--- config.mk ---
export PLATFORM = sky130hd
export DESIGN_NAME = vga_sync_gen_flat
export DESIGN_NICKNAME = d
export VERILOG_FILES = /design/src/rtl/vga_sync_gen_if.sv /design/src/rtl/vga_sync_gen.sv /design/src/flat_wrapper.sv
export SDC_FILE = /design/constraint.sdc
export NUM_CORES = 1
export LEC_CHECK = 0
export CORE_AREA = 3 3 57 59
export DETAILED_ROUTE_END_ITERATION = 6
export DIE_AREA = 0 0 60 62
export PLACE_DENSITY_LB_ADDON = 0.1
export SYNTH_ARGS = -nofsm -noshare
export SYNTH_HDL_FRONTEND = slang
export SYNTH_SLANG_ARGS = --single-unit
--- constraint.sdc ---
create_clock -name i_clk -period 3.6 [get_ports i_clk]
set_input_delay 0.72 -clock i_clk [delete_from_list [all_inputs] [get_ports i_clk]]
set_output_delay 0.72 -clock i_clk [all_outputs]
set_load 0.05 [all_outputs]
--- src/rtl/vga_sync_gen_if.sv ---
// Timing bundle produced by vga_sync_gen: position counters plus sync/active/frame strobes.
// The master drives it (the generator); the slave is the downstream pixel stage.
interface vga_sync_gen_if;
  logic [9:0] hc;
  logic [9:0] vc;
  logic       hsync;
  logic       vsync;
  logic       active;
  logic       frame_start;

  modport master (output hc, output vc, output hsync, output vsync, output active, output frame_start);
  modport slave  (input  hc, input  vc, input  hsync, input  vsync, input  active, input  frame_start);
endinterface

--- src/rtl/vga_sync_gen.sv ---
// 640x480@60 VGA timing generator: h/v counters with registered, cycle-aligned sync/active/frame flags.
// Optional macro VGA_CLKDIV_EN: advance only every second i_clk edge (for a 50 MHz i_clk).
module vga_sync_gen #(
  parameter int unsigned hpixels = 800,
  parameter int unsigned vlines  = 521,
  parameter int unsigned hpulse  = 96,
  parameter int unsigned vpulse  = 2,
  parameter int unsigned hbp     = 144,
  parameter int unsigned hfp     = 784,
  parameter int unsigned vbp     = 31,
  parameter int unsigned vfp     = 511
) (
  input  logic           i_clk,
  input  logic           i_rst,
  vga_sync_gen_if.master vga_o
);

  localparam logic [9:0] H_LAST  = 10'(hpixels - 1);
  localparam logic [9:0] V_LAST  = 10'(vlines - 1);
  localparam logic [9:0] H_PULSE = 10'(hpulse);
  localparam logic [9:0] V_PULSE = 10'(vpulse);
  localparam logic [9:0] H_BP    = 10'(hbp);
  localparam logic [9:0] H_FP    = 10'(hfp);
  localparam logic [9:0] V_BP    = 10'(vbp);
  localparam logic [9:0] V_FP    = 10'(vfp);

  logic [9:0] hc_q, hc_d;
  logic [9:0] vc_q, vc_d;
  logic       hsync_q, hsync_d;
  logic       vsync_q, vsync_d;
  logic       active_q, active_d;
  logic       fs_q, fs_d;
  logic       adv;

`ifdef VGA_CLKDIV_EN
  logic tog_q;

  // Toggle is 0 on the first edge after reset, so the first advance lands on the second edge.
  always_ff @(posedge i_clk or posedge i_rst) begin
    if (i_rst) tog_q <= 1'b0;
    else       tog_q <= ~tog_q;
  end

  assign adv = tog_q;
`else
  assign adv = 1'b1;
`endif

  // Flags are decoded from the next counter values so they line up with the counters they describe.
  always_comb begin
    hc_d = hc_q + 10'd1;
    vc_d = vc_q;
    fs_d = 1'b0;
    if (hc_q == H_LAST) begin
      hc_d = 10'd0;
      if (vc_q == V_LAST) begin
        vc_d = 10'd0;
        fs_d = 1'b1;
      end else begin
        vc_d = vc_q + 10'd1;
      end
    end
    hsync_d  = (hc_d >= H_PULSE);
    vsync_d  = (vc_d >= V_PULSE);
    active_d = (hc_d >= H_BP) && (hc_d < H_FP) && (vc_d >= V_BP) && (vc_d < V_FP);
  end

  always_ff @(posedge i_clk or posedge i_rst) begin
    if (i_rst) begin
      hc_q     <= 10'd0;
      vc_q     <= 10'd0;
      hsync_q  <= 1'b0;
      vsync_q  <= 1'b0;
      active_q <= 1'b0;
      fs_q     <= 1'b0;
    end else if (adv) begin
      hc_q     <= hc_d;
      vc_q     <= vc_d;
      hsync_q  <= hsync_d;
      vsync_q  <= vsync_d;
      active_q <= active_d;
      fs_q     <= fs_d;
    end else begin
      fs_q     <= 1'b0;
    end
  end

  assign vga_o.hc          = hc_q;
  assign vga_o.vc          = vc_q;
  assign vga_o.hsync       = hsync_q;
  assign vga_o.vsync       = vsync_q;
  assign vga_o.active      = active_q;
  assign vga_o.frame_start = fs_q;

endmodule
--- src/flat_wrapper.sv ---
// flat-port wrapper written by rule: the top's interface ports become plain ports
module vga_sync_gen_flat 
#(
  parameter int unsigned hpixels = 800,
  parameter int unsigned vlines  = 521,
  parameter int unsigned hpulse  = 96,
  parameter int unsigned vpulse  = 2,
  parameter int unsigned hbp     = 144,
  parameter int unsigned hfp     = 784,
  parameter int unsigned vbp     = 31,
  parameter int unsigned vfp     = 511
)
  (i_clk, i_rst, vga_o_hc, vga_o_vc, vga_o_hsync, vga_o_vsync, vga_o_active, vga_o_frame_start);
  vga_sync_gen_if vga_o_i ();
  input  logic i_clk;
  input  logic i_rst;
  output wire logic [$bits(vga_o_i.hc)-1:0] vga_o_hc;
  output wire logic [$bits(vga_o_i.vc)-1:0] vga_o_vc;
  output wire logic [$bits(vga_o_i.hsync)-1:0] vga_o_hsync;
  output wire logic [$bits(vga_o_i.vsync)-1:0] vga_o_vsync;
  output wire logic [$bits(vga_o_i.active)-1:0] vga_o_active;
  output wire logic [$bits(vga_o_i.frame_start)-1:0] vga_o_frame_start;
  assign vga_o_hc = vga_o_i.hc;
  assign vga_o_vc = vga_o_i.vc;
  assign vga_o_hsync = vga_o_i.hsync;
  assign vga_o_vsync = vga_o_i.vsync;
  assign vga_o_active = vga_o_i.active;
  assign vga_o_frame_start = vga_o_i.frame_start;
  vga_sync_gen #(.hpixels(hpixels), .vlines(vlines), .hpulse(hpulse), .vpulse(vpulse), .hbp(hbp), .hfp(hfp), .vbp(vbp), .vfp(vfp)) u_core (.i_clk(i_clk), .i_rst(i_rst), .vga_o(vga_o_i));
endmodule
* Yosys cells after proc, flatten, opt, wreduce, memory -nomap -nowiden
Index checks and enable logic that the tools add are counted.
** Word-level totals
- Output and inout port bits :: 24
- Register bits :: 24
- Word-level logic and storage cells :: 24
- Bits of input ports :: 2
** Operators by class
- Add/subtract/negate cells :: 2
- Mux-type cells :: 5
- Magnitude comparators :: 6
- Reductions and logical operators :: 3
- Equal/unequal tests :: 2
** Operators by type and width (number)
- $mux 10 :: 3
- $add 10x1->10 const B :: 2
- $eq 10x10->1 const B :: 2
- $ge 10x2->1 const B :: 1
- $ge 10x5->1 const B :: 1
- $ge 10x7->1 const B :: 1
- $ge 10x8->1 const B :: 1
- $lt 10x10->1 const B :: 1
- $lt 10x9->1 const B :: 1
- $logic_and 1x1->1 :: 3
- $mux 1 :: 2

* Depth between registers and ports, before layout
- Depth after elaboration :: 6
- Mapped depth :: 8
- Depth with buffers taken out :: 8

* Worst setup path after synthesis
No wires, ideal clock.
- Path kind :: flip-flop to flip-flop
- Start :: reg u_core.hc_q[0] (netlist: u_core.vga_o.hc[0])
- End :: reg u_core.active_q (netlist: u_core.vga_o.active)
- Data required time :: 3464 ps
- Period minus slack after synthesis :: 2417 ps
- Stages on the path, launching flop included :: 9
- Data arrival time :: 2281 ps
- Slack :: 1183 ps
- Setup time :: 136 ps
- Path buffers :: 1
- Cell sequence :: dfrtp_1 > ha_1 > and4_4 > buf_12 > nand4_4 > or4_1 > a21oi_1 > a311o_1 > a211oi_2
** On the way
- Elaborated cells on any way between the ends :: 11
- Those cells by class :: 1 x add/sub; 4 x order compare; 1 x eq/ne; 2 x mux; 3 x reduce/logical
** RTL lines
- start, declared :: RTL line vga_sync_gen.sv:27 : logic [9:0] hc_q, hc_d;
- start signal, assigned :: RTL line vga_sync_gen.sv:70 : hc_q <= 10'd0;
- start signal, assigned :: RTL line vga_sync_gen.sv:77 : hc_q <= hc_d;
- $eq 10x10->1 * :: RTL line vga_sync_gen.sv:54 : if (hc_q == H_LAST) begin
- $mux 10 * :: RTL line vga_sync_gen.sv:54
- named net u_core.vc_d[9] :: RTL line vga_sync_gen.sv:28 : logic [9:0] vc_q, vc_d;
- $ge 10x5->1 :: RTL line vga_sync_gen.sv:65 : active_d = (hc_d >= H_BP) && (hc_d < H_FP) && (vc_d >= V_BP) && (vc_d < V_FP);
- $logic_and 1x1->1 :: RTL line vga_sync_gen.sv:65
- $logic_and 1x1->1 * :: RTL line vga_sync_gen.sv:65
- named net u_core.active_d :: RTL line vga_sync_gen.sv:31 : logic active_q, active_d;
- end signal, assigned :: RTL line vga_sync_gen.sv:81 : active_q <= active_d;
- end, declared :: RTL line vga_sync_gen.sv:31
Mark *: on every way through the listed nets, which the timed path passes. The rest lies on a longest branch.

* Worst setup path in the final report
- Start :: reg u_core.hc_q[5] (netlist: u_core.vga_o.hc[5])
- End :: out vga_o_hc[5]
** RTL lines
- end, declared :: RTL line flat_wrapper.sv:17 : output wire logic [$bits(vga_o_i.hc)-1:0] vga_o_hc;
No word-level cell between the ends.

==> flow_summary.yaml <==
finish:
  layout-drive-gt1-share: 0.0559
  num_antenna_cells: 0
  syn2layout_area_growth_pct: 14.7
  design_area_um2: 1790
  nNetsFinal: 187
yosys:
  synthDominantCellAreaShare: 0.385
  ys_top_cells_by_count: "sky130_fd_sc_hd__dfrtp_1 (24), sky130_fd_sc_hd__and3_1 (12), sky130_fd_sc_hd__nand2_1 (11), sky130_fd_sc_hd__nor2_1 (11), sky130_fd_sc_hd__nand3_1 (10)"
  ys_seq_area_frac: 0.385
  avgSynthCellArea_um2: 9.58
  synth.ff_latch_count: 24
  post-synth-top-count-cell: "sky130_fd_sc_hd__dfrtp_1"
  synthDominantAreaCellType: "sky130_fd_sc_hd__dfrtp_1"
  synth_enable_flop_cells: 0
  ys_warn_count: 0
  synth.top_cells.by_area: "sky130_fd_sc_hd__dfrtp_1 (38%), sky130_fd_sc_hd__and3_1 (4.8%), sky130_fd_sc_hd__xnor2_1 (4.5%), sky130_fd_sc_hd__xor2_1 (3.9%), sky130_fd_sc_hd__ha_1 (3.2%)"
  synth.distinct_cells: 50
  synth_nets: 169
  synth_async_sr_flop_share: 1.00
  synth_flop_cell: "sky130_fd_sc_hd__dfrtp_1"
  synthCells: 163
  syn_area_um2: 1560
timing:
  fmax_ghz: 0.380
  max-slew-margin-rel: 0.413
  setup_repair_after_global_routing_missed_its_margin: "false"
  hold_viol: 0
  fin_tns_setup_ns: 0
  post-route-period-util: 0.731
  layout_min_cycle_time_ns: 2.63
  timing_worst_slew_pin_value_ns: 0.880
  setup_viol_count_final: 0
  fin_skew_ns: 0.00315
  timing.final.max_slew_violations: 0
drt:
  vias_cell: 6.09
  drt_pass1_iterations: 4
  drtAntennaViolNets: 0
  route.detailed.wl_per_inst_um: 16.0
  route.vias.total: 1279
  drt_drc_violations_left: 0
  detailed_route_wire_length_mm: 3.37
  drt_iter0_markers: 65
die:
  placeableCoreArea_um2: 2760
  placement_rows: 19
  die_h_um: 62
  start_util: 0.566
  floorplan.die.width_um: 60
  io_pins: 26
  dieArea_um2: 3720
pwr:
  p_per_area_nw_per_um2: 218
  vdd_ir_drop_max_mv: 0.195
  total_leakage_power_uw: 0.000766
  power_report.internal_total_uw: 310
  combPwrFrac: 0.015
  total_switching_power_uw: 80.2
  power.switching_fraction: 0.206
  seq_power_share: 0.692
  clock_power_share: 0.293
global_routing:
  grt_start_max_net_pins: 25
  grtUsageTotal: 0.213
  grt_pass1_wl_mm: 5.95
  antenna_found_initial: 0
  global_route.overflow_total: 0
  first_global_vias: 1260
setup_path:
  worstPathMaxFanout: 14
  cell_depth_of_the_worst_setup_path: 1
  max_stage_delay_ns: 0.91
  reg2reg_to: "u_core.vga_o.active$_DFF_PP0_"
  startpoint: "u_core.vga_o.hc[5]$_DFF_PP0_"
  cp_bufs_invs: 1
  critical_path.endpoint_type: "primary output"
  worst-endpoint-arrival_ns: 1.91
  endpoint: "vga_o_hc[5]"
  required_ns: 2.88
  crit-reg2reg-launch: "u_core.vga_o.hc[0]$_DFF_PP0_"
  worst-setup-path-type: "reg2out"
  path_delay_family: "buffers and inverters"
  slowest_stage: "sky130_fd_sc_hd__clkdlybuf4s50_1"
  ff2ff_path_depth: 7
  startpoint_type: "register"
  r2r_setup_slack_ns: 1.28
  crit_path_cells: "clkdlybuf4s50_1"
placement:
  routabilityCongestion: 0.946
  post-dp-hpwl_mm: 2.54
  post_dp_cell_area_um2: 1770
  number_of_buffer_cells_added_on_primary_ports: 25
cts:
  postCtsSetupBuffers: 0
  clock_tree.htree_level_count: 1
  cts_resized: 0
  ctsHoldBuffers: 0
  tritoncts: "yes"
  tritoncts_num_sinks: 24
  clock_latency_of_the_later_clocked_register_in_the_worst_skew_pair_ns: 0.30
  cts-buffers-inserted: 3
  cts-root-to-sink-buffers: 2
  root_buffer: "sky130_fd_sc_hd__clkbuf_4"
  clk_pin_slew_ns: 0.12
job:
  maxCapViolations: 0
hold_path:
  min-delay-path-class: "reg2reg"
status:
  outcome: "complete, no violations"
[power by group through the flow]
stage / Clock, µW / Sequential (µW) / Combinational [µW]
finish: 114 / 270 / 6.03
global placement: 0 / 275 / 6.51
floorplan: 0 / 275 / 4.01
detailed placement: 0 / 275 / 6.85
global route: 133 / 270 / 7.38
CTS: 121 / 270 / 6.78
[stage by stage]
stage	utilization	setup slack (ns)	power (µW)	std cells	hold WS, ns
after CTS	0.650	0.951	398	210	0.584
after floorplan	-	1.18	279	163	0.735
final	0.650	0.967	390	210	0.571
after detailed placement	0.642	1.32	282	207	0.564
after global routing	0.650	0.867	410	210	0.607
after global placement	0.642	1.32	281	207	0.530
[worst min path at each step]
stage	from	cells past startpoint	endpoint
floorplan	i_rst	1	u_core.vga_o.active$_DFF_PP0_
global placement	u_core.vga_o.hc[0]$_DFF_PP0_	1	u_core.vga_o.hc[0]$_DFF_PP0_
detailed placement	u_core.vga_o.hc[0]$_DFF_PP0_	1	u_core.vga_o.hc[0]$_DFF_PP0_
CTS	u_core.vga_o.hc[0]$_DFF_PP0_	1	u_core.vga_o.hc[0]$_DFF_PP0_
global route	u_core.vga_o.hc[0]$_DFF_PP0_	1	u_core.vga_o.hc[0]$_DFF_PP0_
finish	u_core.vga_o.hc[0]$_DFF_PP0_	1	u_core.vga_o.hc[0]$_DFF_PP0_
[layer usage]
layer  part of all wire  wire (µm)  vias up  track usage
met5                  0          0        -            0
met4              0.014         47        0       0.0854
met3              0.054        181        4       0.0269
met2               0.44       1470       44        0.306
met1               0.50       1670      607        0.324
li1                   -          -      624            -
[registers in the layout (all words and copies together) (netlist names)]
signal,cells
u_core.vga_o.vc,10
u_core.vga_o.frame_start,1
u_core.vga_o.hsync,1
u_core.vga_o.hc,10
u_core.vga_o.vsync,1
u_core.vga_o.active,1
[logic make-up (layout without fill, tap and decap cells)]
group	count (synthesis)	after routing	share of synthesized area
XOR/XNOR	15	15	0.0841
adder cells (fa/ha/maj)	4	4	0.0321
AO/OA/AOI/OAI	27	27	0.128
buffers and inverters	20	36	0.0713
AND/OR/NAND/NOR	72	72	0.292
flip-flops	24	24	0.385
multiplexers	1	1	0.00721
[layout by cell type, fill, tap and decap left out, types with 2 or more instances in the layout]
cell,instances
sky130_fd_sc_hd__nand4_1,5
sky130_fd_sc_hd__a21oi_1,4
sky130_fd_sc_hd__clkbuf_4,3
sky130_fd_sc_hd__nor2_1,11
sky130_fd_sc_hd__nand3b_1,2
sky130_fd_sc_hd__o21ai_0,5
sky130_fd_sc_hd__nor4b_1,3
sky130_fd_sc_hd__xor2_1,7
sky130_fd_sc_hd__o31ai_1,2
sky130_fd_sc_hd__and3_1,12
sky130_fd_sc_hd__a221oi_1,2
sky130_fd_sc_hd__nand2b_1,3
sky130_fd_sc_hd__nand2_1,11
sky130_fd_sc_hd__ha_1,4
sky130_fd_sc_hd__xnor2_1,8
sky130_fd_sc_hd__dfrtp_1,24
sky130_fd_sc_hd__nor4_1,2
sky130_fd_sc_hd__nand3_1,10
sky130_fd_sc_hd__clkdlybuf4s50_1,25
sky130_fd_sc_hd__inv_1,8
[cell type report]
| class | instances | area [µm²] |
|---|---|---|
| Fill cell | 246 | 966 |
| Inverter | 8 | 30.0 |
| Clock buffer | 3 | 22.5 |
| Sequential cell | 24 | 601 |
| Tap cell | 31 | 38.8 |
| Multi-Input combinational cell | 119 | 850 |
| Timing Repair Buffer | 25 | 250 |
Power figures use the tool's default switching activity.
